$ cat src/rtl/alu_op_sequencer_if.sv
// Command, result and Arithmetic-unit signals of alu_op_sequencer.
// master: the sequencer; slave: the host plus the Arithmetic unit it drives.
interface alu_op_sequencer_if;
    // Command channel: a command moves on a rising edge where cmd_valid && cmd_ready.
    // The source holds cmd_op/cmd_operand stable while cmd_valid is high and not yet accepted.
    logic       cmd_valid;
    logic       cmd_ready;
    logic [2:0] cmd_op;
    logic [3:0] cmd_operand;
    logic [3:0] alu_a;
    logic [3:0] alu_b;
    logic [3:0] alu_opcode;
    logic [3:0] alu_out;
    logic       alu_c;
    logic       alu_v;
    logic       res_valid;
    logic [3:0] res_data;
    logic       res_c;
    logic       res_v;
    logic       sticky_v;
    logic       bad_op;
    logic       busy;

    modport master (
        input  cmd_valid, cmd_op, cmd_operand, alu_out, alu_c, alu_v,
        output cmd_ready, alu_a, alu_b, alu_opcode,
        output res_valid, res_data, res_c, res_v, sticky_v, bad_op, busy
    );

    modport slave (
        output cmd_valid, cmd_op, cmd_operand, alu_out, alu_c, alu_v,
        input  cmd_ready, alu_a, alu_b, alu_opcode,
        input  res_valid, res_data, res_c, res_v, sticky_v, bad_op, busy
    );
endinterface

$ cat src/rtl/alu_op_sequencer.sv
// Command FIFO feeding a 4-bit Arithmetic unit one command at a time; the result
// is captured into an accumulator and flag registers and reported with a valid pulse.
module alu_op_sequencer #(
    parameter int DEPTH = 4
) (
    input  logic                 clk,
    input  logic                 rst_n,
    alu_op_sequencer_if.master   bus,
    output logic                 state_o
);
    localparam int AW = $clog2(DEPTH);
    localparam int CW = $clog2(DEPTH) + 1;

    localparam logic [2:0] OP_LOAD = 3'd0;
    localparam logic [2:0] OP_ADD  = 3'd1;
    localparam logic [2:0] OP_INC  = 3'd2;
    localparam logic [2:0] OP_SUB  = 3'd3;
    localparam logic [2:0] OP_DEC  = 3'd4;
    localparam logic [2:0] OP_CLRF = 3'd5;

    typedef enum logic {IDLE = 1'b0, EXEC = 1'b1} state_e;

    state_e        state_q, state_d;
    logic [6:0]    mem_q [DEPTH];
    logic [AW-1:0] wr_ptr_q, rd_ptr_q;
    logic [CW-1:0] count_q;
    logic [2:0]    cur_op_q;
    logic [3:0]    cur_operand_q;
    logic [3:0]    acc_q;
    logic          res_valid_q, res_c_q, res_v_q, sticky_v_q, bad_op_q;
    logic          full, empty, push, pop;
    logic [3:0]    alu_b_d, alu_opcode_d;

    assign full  = (count_q == CW'(DEPTH));
    assign empty = (count_q == '0);
    assign push  = bus.cmd_valid && !full;
    assign pop   = (state_q == IDLE) && !empty;

    always_comb begin
        state_d      = state_q;
        alu_b_d      = 4'b0000;
        alu_opcode_d = 4'b0000;
        case (state_q)
            IDLE: if (!empty) state_d = EXEC;
            EXEC: begin
                state_d = IDLE;
                alu_b_d = cur_operand_q;
                case (cur_op_q)
                    OP_ADD:  alu_opcode_d = 4'b0100;
                    OP_INC:  alu_opcode_d = 4'b0101;
                    OP_SUB:  alu_opcode_d = 4'b0110;
                    OP_DEC:  alu_opcode_d = 4'b0111;
                    default: alu_opcode_d = 4'b0000;
                endcase
            end
            default: state_d = IDLE;
        endcase
    end

    // Storage carries no reset: an empty count makes stale entries unreachable.
    always_ff @(posedge clk) begin
        if (push) mem_q[wr_ptr_q] <= {bus.cmd_op, bus.cmd_operand};
    end

    always_ff @(posedge clk or negedge rst_n) begin
        if (!rst_n) begin
            state_q       <= IDLE;
            wr_ptr_q      <= '0;
            rd_ptr_q      <= '0;
            count_q       <= '0;
            cur_op_q      <= 3'd0;
            cur_operand_q <= 4'd0;
            acc_q         <= 4'd0;
            res_valid_q   <= 1'b0;
            res_c_q       <= 1'b0;
            res_v_q       <= 1'b0;
            sticky_v_q    <= 1'b0;
            bad_op_q      <= 1'b0;
        end else begin
            state_q <= state_d;
            if (push) wr_ptr_q <= wr_ptr_q + AW'(1);
            if (pop)  rd_ptr_q <= rd_ptr_q + AW'(1);
            case ({push, pop})
                2'b10:   count_q <= count_q + CW'(1);
                2'b01:   count_q <= count_q - CW'(1);
                default: count_q <= count_q;
            endcase
            if (pop) begin
                cur_op_q      <= mem_q[rd_ptr_q][6:4];
                cur_operand_q <= mem_q[rd_ptr_q][3:0];
            end
            res_valid_q <= (state_q == EXEC);
            bad_op_q    <= 1'b0;
            if (state_q == EXEC) begin
                case (cur_op_q)
                    OP_ADD, OP_INC, OP_SUB, OP_DEC: begin
                        acc_q      <= bus.alu_out;
                        res_c_q    <= bus.alu_c;
                        res_v_q    <= bus.alu_v;
                        sticky_v_q <= sticky_v_q | bus.alu_v;
                    end
                    OP_LOAD: begin
                        acc_q   <= cur_operand_q;
                        res_c_q <= 1'b0;
                        res_v_q <= 1'b0;
                    end
                    OP_CLRF: begin
                        sticky_v_q <= 1'b0;
                        res_c_q    <= 1'b0;
                        res_v_q    <= 1'b0;
                    end
                    default: bad_op_q <= 1'b1;
                endcase
            end
        end
    end

    assign bus.cmd_ready  = !full;
    assign bus.alu_a      = acc_q;
    assign bus.alu_b      = alu_b_d;
    assign bus.alu_opcode = alu_opcode_d;
    assign bus.res_valid  = res_valid_q;
    assign bus.res_data   = acc_q;
    assign bus.res_c      = res_c_q;
    assign bus.res_v      = res_v_q;
    assign bus.sticky_v   = sticky_v_q;
    assign bus.bad_op     = bad_op_q;
    assign bus.busy       = !empty || (state_q != IDLE);
    assign state_o        = state_q;
endmodule
$ cat src/flat_wrapper.sv
// flat-port wrapper written by rule: the top's interface ports become plain ports
module alu_op_sequencer_flat 
#(
    parameter int DEPTH = 4
)
  (clk, rst_n, state_o, bus_cmd_valid, bus_cmd_op, bus_cmd_operand, bus_alu_out, bus_alu_c, bus_alu_v, bus_cmd_ready, bus_alu_a, bus_alu_b, bus_alu_opcode, bus_res_valid, bus_res_data, bus_res_c, bus_res_v, bus_sticky_v, bus_bad_op, bus_busy);
  alu_op_sequencer_if bus_i ();
  input  logic clk;
  input  logic rst_n;
  output logic state_o;
  input wire logic [$bits(bus_i.cmd_valid)-1:0] bus_cmd_valid;
  input wire logic [$bits(bus_i.cmd_op)-1:0] bus_cmd_op;
  input wire logic [$bits(bus_i.cmd_operand)-1:0] bus_cmd_operand;
  input wire logic [$bits(bus_i.alu_out)-1:0] bus_alu_out;
  input wire logic [$bits(bus_i.alu_c)-1:0] bus_alu_c;
  input wire logic [$bits(bus_i.alu_v)-1:0] bus_alu_v;
  output wire logic [$bits(bus_i.cmd_ready)-1:0] bus_cmd_ready;
  output wire logic [$bits(bus_i.alu_a)-1:0] bus_alu_a;
  output wire logic [$bits(bus_i.alu_b)-1:0] bus_alu_b;
  output wire logic [$bits(bus_i.alu_opcode)-1:0] bus_alu_opcode;
  output wire logic [$bits(bus_i.res_valid)-1:0] bus_res_valid;
  output wire logic [$bits(bus_i.res_data)-1:0] bus_res_data;
  output wire logic [$bits(bus_i.res_c)-1:0] bus_res_c;
  output wire logic [$bits(bus_i.res_v)-1:0] bus_res_v;
  output wire logic [$bits(bus_i.sticky_v)-1:0] bus_sticky_v;
  output wire logic [$bits(bus_i.bad_op)-1:0] bus_bad_op;
  output wire logic [$bits(bus_i.busy)-1:0] bus_busy;
  assign bus_i.cmd_valid = bus_cmd_valid;
  assign bus_i.cmd_op = bus_cmd_op;
  assign bus_i.cmd_operand = bus_cmd_operand;
  assign bus_i.alu_out = bus_alu_out;
  assign bus_i.alu_c = bus_alu_c;
  assign bus_i.alu_v = bus_alu_v;
  assign bus_cmd_ready = bus_i.cmd_ready;
  assign bus_alu_a = bus_i.alu_a;
  assign bus_alu_b = bus_i.alu_b;
  assign bus_alu_opcode = bus_i.alu_opcode;
  assign bus_res_valid = bus_i.res_valid;
  assign bus_res_data = bus_i.res_data;
  assign bus_res_c = bus_i.res_c;
  assign bus_res_v = bus_i.res_v;
  assign bus_sticky_v = bus_i.sticky_v;
  assign bus_bad_op = bus_i.bad_op;
  assign bus_busy = bus_i.busy;
  alu_op_sequencer #(.DEPTH(DEPTH)) u_core (.clk(clk), .rst_n(rst_n), .bus(bus_i), .state_o(state_o));
endmodule
$ cat config.mk
export PLATFORM = sky130hd
export DESIGN_NAME = alu_op_sequencer_flat
export DESIGN_NICKNAME = d
export VERILOG_FILES = /design/src/rtl/alu_op_sequencer_if.sv /design/src/rtl/alu_op_sequencer.sv /design/src/flat_wrapper.sv
export SDC_FILE = /design/constraint.sdc
export NUM_CORES = 1
export LEC_CHECK = 0
export CAP_MARGIN = 0
export CORE_MARGIN = 1.5
export CORE_UTILIZATION = 50
export DETAILED_ROUTE_END_ITERATION = 12
export GPL_TIMING_DRIVEN = 0
export PLACE_DENSITY = 0.84
export SETUP_SLACK_MARGIN = 0.05
export SLEW_MARGIN = 20
export SYNTH_ARGS = -nofsm -noshare
export SYNTH_HDL_FRONTEND = slang
export SYNTH_SLANG_ARGS = --single-unit
$ cat constraint.sdc
create_clock -name clk -period 2.55 [get_ports clk]
set_input_delay 0.765 -clock clk [delete_from_list [all_inputs] [get_ports clk]]
set_output_delay 0.765 -clock clk [all_outputs]
set_load 0.1 [all_outputs]
==> flow_summary.toml, run 1 <==
[setup_path]
path_class = "reg2out"
worstPathRequired_ps = 1790
worstPathCellList = "buf_4 -> dlygate4sd2_1"
slowest_stage = "dlygate4sd2_1"
crit_path_end_kind = "output port"
startpoint_type = "register"
critPathArrivalTime_ps = 1680
cp_max_fo = 4
cpPeakStageDelay_ps = 840

[timing]
rsz0062_at_grt = "yes"
skew_ps = 5.32
hold_viol_final = 0
drv_slew = 0
max_freq_mhz = 408
setup_ws_ps = 101
fin_crit_sh = 0.961
relSlewSlack = 0.361
worst_pin_slew_ps = 962
min_period_ps = 2450
finalSetupTns_ps = 0
setup_viol = 0

[route]
viasPerCell = 5.49
antenna_left = 0
wl_per_cell_um = 15.7
routed_wl_um = 4120
firstDrtPassIters = 10
drtIter0Drc = 52
drc = 6
dr_total_vias = 1444

[synthesis]
syn_area_per_cell_um2 = 14.4
synth_cells = 163
synth_top_area_cell = "edfxtp_1"
synth_warnings = 0
synth_area_leaders = "edfxtp_1 (36%), dfrtp_1 (26%), mux4_2 (6.7%)"
synthesis.area_um2 = 2350
yosysUniqueCellTypes = 37
yosysTopAreaCellShare = 0.358
synth_seq_cells = 52
syn-num-nets = 185
seq_area_frac_synth = 0.613

[finish]
stdcell_count = 263
area_growth_pct = 24.5
fin_nets = 232
final_area_um2 = 2930
antennaDiodeCount = 0
fillers = 329
drive_gt1_frac = 0.284

[cts]
clock_latency_ps = 310
root_buffer = "clkbuf_8"
holdBufCountCts = 0
clock_path_buffers = 2
cts_tree = "done"
numCtsBuffers = 5
clock-sinks = 52
path_clk_slew_ps = 100
cts_htree_levels = 2

[hold_path]
hp-class = "in2async"

[global_route]
first_global_vias = 1436
grt_pass1_wl_um = 6790
grt_overflow = 0
grt_usage = 0.177
grt_max_degree = 25
antenna_found_initial = 0

[placed_design]
gp_congestion = 0.732
numPlacedInstances = 253
port_buffers = 38
pre_cts_ws_ps = -483
dp_hpwl_um = 2950
place_area_um2 = 2830

[die]
die_area_um2 = 5120
core_um2 = 4440
fp.dieW_um = 71.6
initial_core_util = 0.529
die_height_um = 71.6
ios = 40
row_count = 24

[run_status]
status = "finished with violations"
violations = "DRC"

[job]
max_cap_viol_count = 0
==> per-stage QoR <==
stage               hold WS [ps]  utilization
global placement             470        0.637
floorplan                    456            -
detailed placement           489        0.637
CTS                          514        0.649
finish                       422        0.658
global route                 458        0.658
==> layer usage <==
layer / share of wire / global-route usage
met2: 0.49 / 0.302
met4: 0.020 / 0.0713
met5: 0 / 0
met1: 0.42 / 0.211
met3: 0.071 / 0.0520
==> critical path, delay by kind of cell, from the launching register on <==
family	cells	cell delay (ps)
buffers and inverters	2	960
DFF	1	410
==> cell families (layout without fill, tap and decap cells) <==
logic type      Yosys count  count (layout)  share of synthesized area
fa+ha+maj                 6               6                     0.0351
buf+inv                  21              69                     0.0458
mux                      16              16                      0.111
compound gates           25              25                     0.0767
xor+xnor                  8               8                     0.0298
flops                    52              52                      0.613
other cells               1               1                    0.00160
simple gates             34              34                     0.0863
==> registers in the layout (all words and copies together), names as in the netlist <==
name	flops
u_core.bus.res_v	1
u_core.count_q	3
u_core.cur_operand_q	4
u_core.bus.alu_a	4
u_core.bus.res_valid	1
u_core.cur_op_q	3
u_core.mem_q	28
u_core.rd_ptr_q	2
u_core.bus.sticky_v	1
u_core.bus.bad_op	1
u_core.bus.res_c	1
u_core.state_o	1
u_core.wr_ptr_q	2
==> cell usage after synthesis <==
library cell  count
clkbuf_1          1
and3_1            1
mux2_4            1
nor3_1            2
mux2i_1           1
o21a_1            6
or3b_4            1
a22oi_1           1
a21oi_1           2
inv_1             7
mux2_2            7
edfxtp_1         28
conb_1            1
dfrtp_1          24
o22a_1            1
and2_4            1
buf_1             2
and2_1            5
a211oi_1          8
or3b_2            1
o221ai_1          2
ha_1              5
fa_1              1
buf_4             6
mux4_2            7
nand2_1           4
a31oi_1           1
xor2_1            4
nor2_2            1
nor2_1            6
nor3b_1           2
nor2b_1           2
xnor2_1           4
nand2b_1          4
buf_2             5
and3_2            4
o22ai_1           4
==> cell type report <==
cell class,instances,area [µm²],share of cell area
Tap cell,52,65.1,0.0222
Inverter,7,26.3,0.00898
Multi-Input combinational cell,90,820,0.280
Sequential cell,52,1450,0.494
Clock inverter,3,25.0,0.00855
Timing Repair Buffer,40,368,0.126
Buffer,14,108,0.0368
Clock buffer,5,68.8,0.0235
==> path summary, 6_finish.rpt <==
path | startpoint | endpoint | slack (ps) | cells after the start
max | u_core.bus.alu_a[3] | bus_res_data[3] | 100 | 2
min | rst_n | u_core.bus.bad_op | 420 | 1
max reg2reg | u_core.count_q[0] | u_core.count_q[2] | 360 | 9
min reg2reg | u_core.state_o | u_core.bus.res_valid | 510 | 0
max in group asynchronous | rst_n | u_core.state_o | 1730 | 1
min in group clk | u_core.state_o | u_core.bus.res_valid | 510 | 0
==> what timing repair did <==
action / 4_1_cts / 5_1_grt
resized for setup: 63 / 10
pin swaps: 0 / 1
endpoints found under the setup margin: 23 / 4
setup buffers: 0 / 2
==> cells in the final DEF (no fill, tap or decap), drive strengths merged, types with 5 or more instances in the layout <==
master         synthesis  routed
ha                     5       5
mux2                   8       8
clkbuf                 1       7
buf                   13      23
o21a                   6       6
nor2                   7       7
and2                   6       6
edfxtp                28      28
inv                    7       9
mux4                   7       7
and3                   5       5
clkdlybuf4s50          0      14
a211oi                 8       8
dfrtp                 24      24
dlygate4sd2            0      13
Power of run 1 is not shown: default switching activity piles up to over one toggle a cycle in this logic, so the estimate is an artifact.
==> run 2, diff against run 1 <==
--- a/config.mk
+++ b/config.mk
@@ -12,7 +12,6 @@
 export GPL_TIMING_DRIVEN = 0
 export PLACE_DENSITY = 0.84
 export SETUP_SLACK_MARGIN = 0.05
-export SLEW_MARGIN = 20
 export SYNTH_ARGS = -nofsm -noshare
 export SYNTH_HDL_FRONTEND = slang
 export SYNTH_SLANG_ARGS = --single-unit
==> run 2 against run 1 <==
The run still ends with DRC left. Largest cell class unchanged. Non-clock buffer count unchanged. Fmax about the same. Global-route usage unchanged. Register-to-register slack about the same. Count of clock-buffer cells in the layout unchanged. Die area unchanged. Highest routed layer unchanged. Critical endpoint unchanged.
==> flow_summary.toml, run 2 (synthesized netlist as in run 1, its figures left out) <==
[route]
routed_wl_um = 4120
firstDrtPassIters = 10
drc = 6
wl_per_cell_um = 15.7
drtIter0Drc = 52
antenna_left = 0
viasPerCell = 5.48
dr_total_vias = 1442

[timing]
setup_viol = 0
max_freq_mhz = 408
worst_pin_slew_ps = 1060
min_period_ps = 2450
hold_viol_final = 0
drv_slew = 0
fin_crit_sh = 0.961
rsz0062_at_grt = "yes"
skew_ps = 5.32
finalSetupTns_ps = 0
relSlewSlack = 0.290

[finish]
layout_common_cells = "edfxtp_1 (28), dfrtp_1 (23), clkdlybuf4s50_1 (15)"
final_common_cell = "edfxtp_1"
multi_input_area_um2 = 820
regMostFlops = "u_core.mem_q"
largest_reg_flops = 28
antennaDiodeCount = 0
fin_nets = 232
area.sequential_um2 = 1450
fillers = 328
area_growth_pct = 24.7
drive_gt1_frac = 0.280

[global_route]
grt_usage = 0.177
top_usage_layer = "met2"
use_met3 = 0.0520
grt_overflow = 0
grt_max_degree = 25
grt_pass1_wl_um = 6790
use_met2 = 0.302
antenna_found_initial = 0
grt_use_met1 = 0.211
first_global_vias = 1436

[setup_path]
r2r-end = "u_core.count_q[2]"
endpoint = "bus_res_data[3]"
reg2reg_slack_ps = 360
path_class = "reg2out"
r2r_start = "u_core.count_q[0]"
critPathArrivalTime_ps = 1690
crit_path_end_kind = "output port"
cp_max_fo = 4
reg2reg_depth = 9
worstPathRequired_ps = 1790
startpoint = "u_core.bus.alu_a[3]"
startpoint_type = "register"

[placed_design]
gp_congestion = 0.732
dp_hpwl_um = 2950
port_buffers = 38

[die]
core_um2 = 4440
die_height_um = 71.6
ios = 40
initial_core_util = 0.529
row_count = 24
die_area_um2 = 5120
fp.dieW_um = 71.6

[run_status]
status = "finished with violations"
violations = "DRC"

[job]
max_cap_viol_count = 0

[cts]
path_clk_slew_ps = 100
holdBufCountCts = 0
clock-sinks = 52
numCtsBuffers = 5
cts_tree = "done"
root_buffer = "clkbuf_8"
cts_htree_levels = 2
clock_latency_ps = 310
clock_path_buffers = 2

[hold_path]
hp-class = "reg2reg"
-- run 2: metrics by stage --
stage                     utilization  std cells  setup slack, ps  cell area [µm²]  hold WS [ps]
final                           0.659        263             99.8             2930           506
after global routing            0.659        263             38.1             2930           526
after CTS                       0.649        261             74.7             2880           514
after detailed placement        0.637        253             -483             2830           489
after global placement          0.637        253             -482             2830           470
after floorplan                     -        163             14.0             2380           456
-- run 2: what timing repair did --
item / in CTS / in global routing
hold endpoints to repair: 0 / 0
setup buffers: 0 / 2
gates resized for setup: 63 / 10
pin swaps: 0 / 1
setup endpoints to repair: 23 / 4
-- run 2: layer usage --
| metal | wire (µm) | part of all wire | vias to the layer above |
|---|---|---|---|
| li1 | - | - | 686 |
| met1 | 1730 | 0.42 | 680 |
| met2 | 2020 | 0.49 | 66 |
| met3 | 294 | 0.071 | 10 |
| met4 | 81 | 0.020 | 0 |
| met5 | 0 | 0 | - |
-- run 2: worst min-delay path by stage --
| stage | from | to | cells past startpoint |
|---|---|---|---|
| final | u_core.state_o | u_core.bus.res_valid | 0 |
| after global placement | u_core.count_q[2] | u_core.count_q[2] | 1 |
| after CTS | u_core.state_o | u_core.bus.res_valid | 0 |
| after global routing | u_core.state_o | u_core.bus.res_valid | 0 |
| after floorplan | u_core.count_q[2] | u_core.count_q[2] | 1 |
| after detailed placement | u_core.state_o | u_core.bus.res_valid | 0 |
-- run 2: cell type report --
cell class                      count  share of cell area
Timing Repair Buffer               40               0.127
Clock inverter                      3             0.00854
Inverter                            7             0.00897
Tap cell                           52              0.0222
Clock buffer                        5              0.0235
Sequential cell                    52               0.493
Buffer                             14              0.0367
Multi-Input combinational cell     90               0.280
-- run 2: worst max-delay path, stage by stage, from the launching register on --
cell and delay [ps]:
dfrtp_1 410, buf_4 120, dlygate4sd2_1 840
Power of run 2 is left out for the same reason.
